## src/rtl/button_debounce_if.sv

```systemverilog
`default_nettype none
// ============================================================================
//  Module      : button_debounce_if
//  Description : Pad inputs and clean per-button event outputs of the
//                push-button reader, bundled for connection to consumers.
//  Revision    : 1.0 - initial release
// ============================================================================
interface button_debounce_if #(
    parameter int N_BTN = 2
);
    logic [N_BTN-1:0] btn_pad;
    logic [N_BTN-1:0] btn_level;
    logic [N_BTN-1:0] btn_press;
    logic [N_BTN-1:0] btn_release;
    logic [N_BTN-1:0] btn_long;
    logic [N_BTN-1:0] btn_was_long;

    // Reader side: samples the pads, sources the events
    modport master (
        input  btn_pad,
        output btn_level,
        output btn_press,
        output btn_release,
        output btn_long,
        output btn_was_long
    );

    // Board/consumer side: drives the pads, receives the events
    modport slave (
        output btn_pad,
        input  btn_level,
        input  btn_press,
        input  btn_release,
        input  btn_long,
        input  btn_was_long
    );
endinterface
`default_nettype wire

```

## src/rtl/button_debounce_reader.sv

```systemverilog
`default_nettype none
// ============================================================================
//  Module      : button_debounce_reader
//  Description : Per-button 2-flop synchroniser, debounce FSM and hold-time
//                counter producing a debounced level plus press, release and
//                long-press pulses, all synchronous to clk30.
//  Revision    : 1.0 - initial release
// ============================================================================
module button_debounce_reader #(
    parameter int N_BTN           = 2,
    parameter int DEBOUNCE_CYCLES = 300000,
    parameter int LONG_CYCLES     = 30000000,
    parameter bit ACTIVE_LOW      = 1'b1
) (
    input wire              clk30,
    input wire              rst,
    button_debounce_if.master bus
);

    localparam int c_DW = $clog2(DEBOUNCE_CYCLES + 1);
    localparam int c_HW = $clog2(LONG_CYCLES);

    localparam logic [c_DW-1:0] c_DEB_MAX  = c_DW'(DEBOUNCE_CYCLES);
    localparam logic [c_HW-1:0] c_HOLD_MAX = c_HW'(LONG_CYCLES - 1);
    localparam logic [c_DW-1:0] c_DONE     = c_DW'(1);
    localparam logic [c_HW-1:0] c_HONE     = c_HW'(1);

    localparam logic [2:0] c_S_IDLE      = 3'd0;
    localparam logic [2:0] c_S_DEB_PRESS = 3'd1;
    localparam logic [2:0] c_S_HELD      = 3'd2;
    localparam logic [2:0] c_S_LONG      = 3'd3;
    localparam logic [2:0] c_S_DEB_REL   = 3'd4;

    logic [N_BTN-1:0] r_sync1;
    logic [N_BTN-1:0] r_sync2;
    logic [N_BTN-1:0] w_s;

    // Two-flop synchroniser; idles at the released pad level
    always_ff @(posedge clk30 or posedge rst) begin
        if (rst) begin
            r_sync1 <= {N_BTN{ACTIVE_LOW}};
            r_sync2 <= {N_BTN{ACTIVE_LOW}};
        end else begin
            r_sync1 <= bus.btn_pad;
            r_sync2 <= r_sync1;
        end
    end

    // Normalise so that 1 always means pressed
    assign w_s = r_sync2 ^ {N_BTN{ACTIVE_LOW}};

    for (genvar g = 0; g < N_BTN; g++) begin : g_btn
        logic [2:0]      r_state;
        logic [c_DW-1:0] r_dcnt;
        logic [c_HW-1:0] r_hcnt;
        logic            r_long_flag;
        logic            r_level;
        logic            r_press;
        logic            r_release;
        logic            r_long;
        logic            r_was_long;
        logic [c_HW-1:0] w_hcnt_inc;
        logic            w_hold_hit;

        // Hold counter saturates at the long threshold, so a threshold
        // crossed during a release bounce is remembered until return to HELD
        assign w_hcnt_inc = (r_hcnt == c_HOLD_MAX) ? r_hcnt : r_hcnt + c_HONE;
        assign w_hold_hit = (w_hcnt_inc == c_HOLD_MAX);

        // Debounce / hold state machine with registered event outputs
        always_ff @(posedge clk30 or posedge rst) begin
            if (rst) begin
                r_state     <= c_S_IDLE;
                r_dcnt      <= '0;
                r_hcnt      <= '0;
                r_long_flag <= 1'b0;
                r_level     <= 1'b0;
                r_press     <= 1'b0;
                r_release   <= 1'b0;
                r_long      <= 1'b0;
                r_was_long  <= 1'b0;
            end else begin
                r_press    <= 1'b0;
                r_release  <= 1'b0;
                r_long     <= 1'b0;
                r_was_long <= 1'b0;
                case (r_state)
                    c_S_IDLE: begin
                        if (w_s[g]) begin
                            r_state <= c_S_DEB_PRESS;
                            r_dcnt  <= c_DONE;
                        end
                    end
                    c_S_DEB_PRESS: begin
                        if (!w_s[g]) begin
                            r_state <= c_S_IDLE;
                            r_dcnt  <= '0;
                        end else if (r_dcnt == c_DEB_MAX) begin
                            r_state <= c_S_HELD;
                            r_press <= 1'b1;
                            r_level <= 1'b1;
                            r_hcnt  <= '0;
                            r_dcnt  <= '0;
                        end else begin
                            r_dcnt <= r_dcnt + c_DONE;
                        end
                    end
                    c_S_HELD: begin
                        r_hcnt <= w_hcnt_inc;
                        if (w_hold_hit) begin
                            r_state     <= c_S_LONG;
                            r_long      <= 1'b1;
                            r_long_flag <= 1'b1;
                        end else if (!w_s[g]) begin
                            r_state <= c_S_DEB_REL;
                            r_dcnt  <= c_DONE;
                        end
                    end
                    c_S_LONG: begin
                        if (!w_s[g]) begin
                            r_state <= c_S_DEB_REL;
                            r_dcnt  <= c_DONE;
                        end
                    end
                    c_S_DEB_REL: begin
                        // Hold time keeps running only for a press not yet long
                        if (!r_long_flag) begin
                            r_hcnt <= w_hcnt_inc;
                        end
                        if (w_s[g]) begin
                            r_dcnt <= '0;
                            if (r_long_flag) begin
                                r_state <= c_S_LONG;
                            end else if (w_hold_hit) begin
                                // Deferred long-press fires on the way back
                                r_state     <= c_S_LONG;
                                r_long      <= 1'b1;
                                r_long_flag <= 1'b1;
                            end else begin
                                r_state <= c_S_HELD;
                            end
                        end else if (r_dcnt == c_DEB_MAX) begin
                            r_state     <= c_S_IDLE;
                            r_release   <= 1'b1;
                            r_was_long  <= r_long_flag;
                            r_level     <= 1'b0;
                            r_long_flag <= 1'b0;
                            r_dcnt      <= '0;
                            r_hcnt      <= '0;
                        end else begin
                            r_dcnt <= r_dcnt + c_DONE;
                        end
                    end
                    default: begin
                        r_state <= c_S_IDLE;
                    end
                endcase
            end
        end

        assign bus.btn_level[g]    = r_level;
        assign bus.btn_press[g]    = r_press;
        assign bus.btn_release[g]  = r_release;
        assign bus.btn_long[g]     = r_long;
        assign bus.btn_was_long[g] = r_was_long;
    end

endmodule
`default_nettype wire
```

## src/flat_wrapper.sv

```systemverilog
// flat-port wrapper written by rule: the top's interface ports become plain ports
module button_debounce_reader_flat 
#(
    parameter int N_BTN           = 2,
    parameter int DEBOUNCE_CYCLES = 300000,
    parameter int LONG_CYCLES     = 30000000,
    parameter bit ACTIVE_LOW      = 1'b1
)
  (clk30, rst, bus_btn_pad, bus_btn_level, bus_btn_press, bus_btn_release, bus_btn_long, bus_btn_was_long);
  button_debounce_if #(.N_BTN(N_BTN)) bus_i ();
  input wire clk30;
  input wire rst;
  input wire logic [$bits(bus_i.btn_pad)-1:0] bus_btn_pad;
  output wire logic [$bits(bus_i.btn_level)-1:0] bus_btn_level;
  output wire logic [$bits(bus_i.btn_press)-1:0] bus_btn_press;
  output wire logic [$bits(bus_i.btn_release)-1:0] bus_btn_release;
  output wire logic [$bits(bus_i.btn_long)-1:0] bus_btn_long;
  output wire logic [$bits(bus_i.btn_was_long)-1:0] bus_btn_was_long;
  assign bus_i.btn_pad = bus_btn_pad;
  assign bus_btn_level = bus_i.btn_level;
  assign bus_btn_press = bus_i.btn_press;
  assign bus_btn_release = bus_i.btn_release;
  assign bus_btn_long = bus_i.btn_long;
  assign bus_btn_was_long = bus_i.btn_was_long;
  button_debounce_reader #(.N_BTN(N_BTN), .DEBOUNCE_CYCLES(DEBOUNCE_CYCLES), .LONG_CYCLES(LONG_CYCLES), .ACTIVE_LOW(ACTIVE_LOW)) u_core (.clk30(clk30), .rst(rst), .bus(bus_i));
endmodule
```

## config.mk

```make
export PLATFORM = sky130hd
export DESIGN_NAME = button_debounce_reader_flat
export DESIGN_NICKNAME = d
export VERILOG_FILES = /design/src/rtl/button_debounce_if.sv /design/src/rtl/button_debounce_reader.sv /design/src/flat_wrapper.sv
export SDC_FILE = /design/constraint.sdc
export NUM_CORES = 1
export LEC_CHECK = 0
export ABC_AREA = 1
export CORE_ASPECT_RATIO = 0.7
export CORE_UTILIZATION = 44
export CTS_CLUSTER_SIZE = 30
export DETAILED_ROUTE_END_ITERATION = 10
export GPL_TIMING_DRIVEN = 0
export MAX_ROUTING_LAYER = met4
export PLACE_DENSITY = 0.57
export REMOVE_ABC_BUFFERS = 1
export SYNTH_ARGS = -nofsm -noshare
export SYNTH_HDL_FRONTEND = slang
export SYNTH_SLANG_ARGS = --single-unit
export TNS_END_PERCENT = 10
```

## constraint.sdc

```tcl
create_clock -name clk30 -period 4.1 [get_ports clk30]
set_input_delay 0.82 -clock clk30 [delete_from_list [all_inputs] [get_ports clk30]]
set_output_delay 0.82 -clock clk30 [all_outputs]
set_load 0.005 [all_outputs]
```

==> summary.txt <==
Status
  – Status: finished clean

Timing
  – Worst-Margin Slew: 1.22 ns
  – Number of hold violations in the final report: 0
  – Min cycle time layout: 3.52 ns
  – Fin crit share: 0.860
  – Final number of setup-violating endpoints: 0
  – Slew Limit Fails: 0
  – Worst slew margin: 0.184
  – Clk_skew: 0.0106 ns
  – Fmax: 284 MHz
  – RSZ-0062 raised after global routing: false
  – Hold_ws: 0.358 ns

Global routing
  – First-pass GRT wire length: 37,500 um
  – Met2 Use GR: 0.338
  – Busiest grt layer: met1
  – Largest net degree at the start of global routing: 70
  – Routing usage on met3: 0.0383
  – Vias in the first global route: 7,205
  – Total GRT Usage: 0.242
  – Initial antenna violation count: 0
  – Aggregate global routing overflow: 0
  – Met1 usage: 0.364

Setup path
  – Crit Path Category: flip-flop to flip-flop
  – Crit start category: flip-flop
  – CP required: 4.41 ns
  – Critical Path AT: 3.83 ns
  – Reg2Reg Depth: 10
  – Setup slack, reg-to-reg: 0.58 ns
  – Worst setup path startpoint: u_core.g_btn[0].r_state[1]
  – Worst Setup EP: u_core.g_btn[0].r_hcnt[5]
  – RR Endpoint: u_core.g_btn[0].r_hcnt[5]
  – Crit path capture type: flip-flop
  – RR Startpoint: u_core.g_btn[0].r_state[1]
  – CP Max Fanout: 16

Synth
  – Synth Register Bits: 110
  – Syn avg cell area: 6.42 um^2
  – Sequential fraction of the synthesis area: 0.329
  – EDFF count, synth: 0
  – Post-synth cell types: 47
  – Asr flop ratio synth: 1.00
  – Post-synth top flop: dfrtp_1
  – Synth Instances: 1,305
  – Yosys warns: 0
  – Post-Syn Area: 0.00838 mm^2

Routing
  – Routed wire length: 22,400 um
  – Residual DRC count: 0
  – Via density per instance: 5.31
  – Number of DRC markers in iteration 0: 780
  – Detail Route Antenna Nets: 0
  – DR WL/cell: 14.6 um
  – Vias: 8,107
  – DR pass1 iterations: 5

Pwr
  – Max VDD drop: 0.320 mV
  – Pleak: 3.92 nW
  – Pwr/cell area: 490 mW/mm^2

Clocking
  – CTS Buffer Depth: 2
  – TritonCTS clock tree: yes
  – Cts bufs inserted: 9
  – Worst skew pair latency: 0.37 ns
  – Cts hold-fix bufs: 0
  – Clk root buf: clkbuf_16
  – Worst-path clk slew: 0.08 ns
  – H-tree levels: 3
  – Clock Sinks: 110

Min path
  – HP Class: flip-flop to flip-flop
  – Hold_sp: u_core.r_sync1[0]

Run
  – MaxCap Viol Count: 0

Cells and area
  – # nets final: 1,296
  – ANT cells: 0
  – Share of layout cells above drive strength 1: 0.0558
  – Design area: 0.00898 mm^2
  – Layout area overhead: 7.15%
  – Fin util: 0.491

Die
  – Die height: 117 um
  – Starting Density: 0.458
  – Die width: 167 um
  – Row count: 41
  – Core footprint: 0.0183 mm^2
  – Die area: 0.0196 mm^2
  – I/O Pins: 14

Place
  – Placement Cell Area: 0.00864 mm^2
  – I/O Buffers: 13
  – Final Wtd Congestion: 0.915
  – HPWL after detailed placement: 16,300 um
[registers in the layout, summed over array words and instances (netlist names)]
| signal | flops |
|---|---|
| u_core.g_btn.r_press | 2 |
| u_core.g_btn.r_was_long | 2 |
| u_core.g_btn.r_hcnt | 50 |
| u_core.g_btn.r_level | 2 |
| u_core.r_sync1 | 2 |
| u_core.g_btn.r_dcnt | 38 |
| u_core.r_sync2 | 2 |
| u_core.g_btn.r_long | 2 |
| u_core.g_btn.r_state | 6 |
| u_core.g_btn.r_release | 2 |
| u_core.g_btn.r_long_flag | 2 |
[worst min path at each step]
stage / to / slack, ns / cells after the start
finish: u_core.r_sync2[0] / 0.36 / 0
global route: u_core.r_sync2[0] / 0.36 / 0
CTS: u_core.r_sync2[0] / 0.36 / 0
detailed placement: u_core.r_sync2[0] / 0.35 / 0
global placement: u_core.r_sync2[0] / 0.35 / 0
floorplan: u_core.r_sync2[0] / 0.35 / 0
[cells by family (layout without fill, tap and decap cells)]
family,after synthesis,after routing,synth area share
fa+ha+maj,6,6,0.00895
xor+xnor,34,34,0.0355
buf+inv,196,182,0.0957
compound gates,195,195,0.133
flops,110,110,0.329
simple gates,764,764,0.398
[area by class of cell]
type,instances,area [um^2]
Fill cell,1894,9330
Clock inverter,6,100
Multi-Input combinational cell,999,4840
Inverter,149,564
Tap cell,236,295
Sequential cell,110,2760
Timing Repair Buffer,17,191
Clock buffer,10,239
[per-layer routing]
layer / up-vias / wire length (um)
met5: - / 0
met4: 0 / 188
met3: 18 / 834
met2: 156 / 9070
met1: 3714 / 12300
li1: 4219 / -
[timing repair]
action | 4_1_cts | 5_1_grt
endpoints found under the setup margin | 10 | 0
gates resized for setup | 1 | 0
setup buffers | 0 | 0
[cell usage after synthesis (2+ instances only)]
| library cell | n | area, um^2 |
|---|---|---|
| xor2_1 | 30 | 263 |
| buf_1 | 2 | 7.51 |
| dfstp_2 | 4 | 105 |
| a21boi_0 | 3 | 22.5 |
| nand2_1 | 374 | 1400 |
| ha_1 | 6 | 75.1 |
| nor2_1 | 167 | 627 |
| nand4_1 | 25 | 156 |
| a21oi_1 | 30 | 150 |
| nor4_1 | 9 | 56.3 |
| nand3_1 | 108 | 541 |
| clkbuf_1 | 27 | 101 |
| inv_1 | 140 | 526 |
| nand3b_1 | 4 | 30.0 |
| buf_6 | 3 | 33.8 |
| o221ai_1 | 15 | 131 |
| buf_4 | 10 | 75.1 |
| xnor2_1 | 4 | 35.0 |
| inv_2 | 4 | 15.0 |
| o211ai_1 | 18 | 135 |
| o21ai_0 | 115 | 576 |
| or2_2 | 6 | 37.5 |
| dfrtp_1 | 106 | 2650 |
| clkinv_1 | 5 | 18.8 |
| o22ai_1 | 2 | 12.5 |
| buf_2 | 4 | 20.0 |
| nor2_2 | 8 | 50.1 |
| nor3_1 | 37 | 185 |
| nand2_4 | 2 | 22.5 |
| nand3_2 | 5 | 50.1 |
| nor2_4 | 6 | 67.6 |
| nand2_2 | 8 | 50.1 |
| o21ai_1 | 4 | 20.0 |
[report_power, final]
group	total [mW]	switching, mW	leakage, nW	internal [mW]
sequential	1.50	0.241	1.49	1.26
clock	1.04	0.470	0.167	0.566
combinational	1.86	1.32	2.26	0.539
[per-stage QoR]
stage,setup WS [ns],power [mW],instances,TNS (ns)
after floorplan,0.384,2.74,1258,0
after global placement,-1.52,3.30,1507,-163.35
after detailed placement,0.0196,3.37,1511,0
after CTS,0.464,4.43,1527,0
after global routing,0.243,4.75,1527,0
final,0.576,4.40,1527,0
[cell usage in the layout (no fill, tap or decap), types with 3 or more instances in the layout]
cell type / netlist / layout
clkdlybuf4s50_1: 0 / 13
a21boi_0: 3 / 3
nand3b_1: 4 / 4
nand2_2: 8 / 8
dfrtp_1: 106 / 106
nand3_1: 108 / 108
o211ai_1: 18 / 18
clkbuf_16: 0 / 9
ha_1: 6 / 6
nand3_2: 5 / 5
nand4_1: 25 / 25
inv_2: 4 / 4
nor2_2: 8 / 9
nor4_1: 9 / 9
o221ai_1: 15 / 15
nor3_1: 37 / 36
o21ai_0: 115 / 115
xnor2_1: 4 / 4
dfstp_2: 4 / 4
clkinv_1: 5 / 5
nand2_1: 374 / 374
nor2_1: 167 / 166
xor2_1: 30 / 30
buf_6: 3 / 3
nor2_4: 6 / 6
or2_2: 6 / 6
inv_1: 140 / 139
o21ai_1: 4 / 4
a21oi_1: 30 / 29
[critical path, cell delays in order (launching register included)]
cell     delay, ns
dfrtp_1       0.42
nor2_1        0.11
inv_1         0.07
nor2_1        0.91
inv_1         0.47
nor2_1        0.70
buf_6         0.24
inv_1         0.14
a21oi_1       0.16
o21ai_0       0.10
nand3_1       0.12
Power figures use the tool's default switching activity.
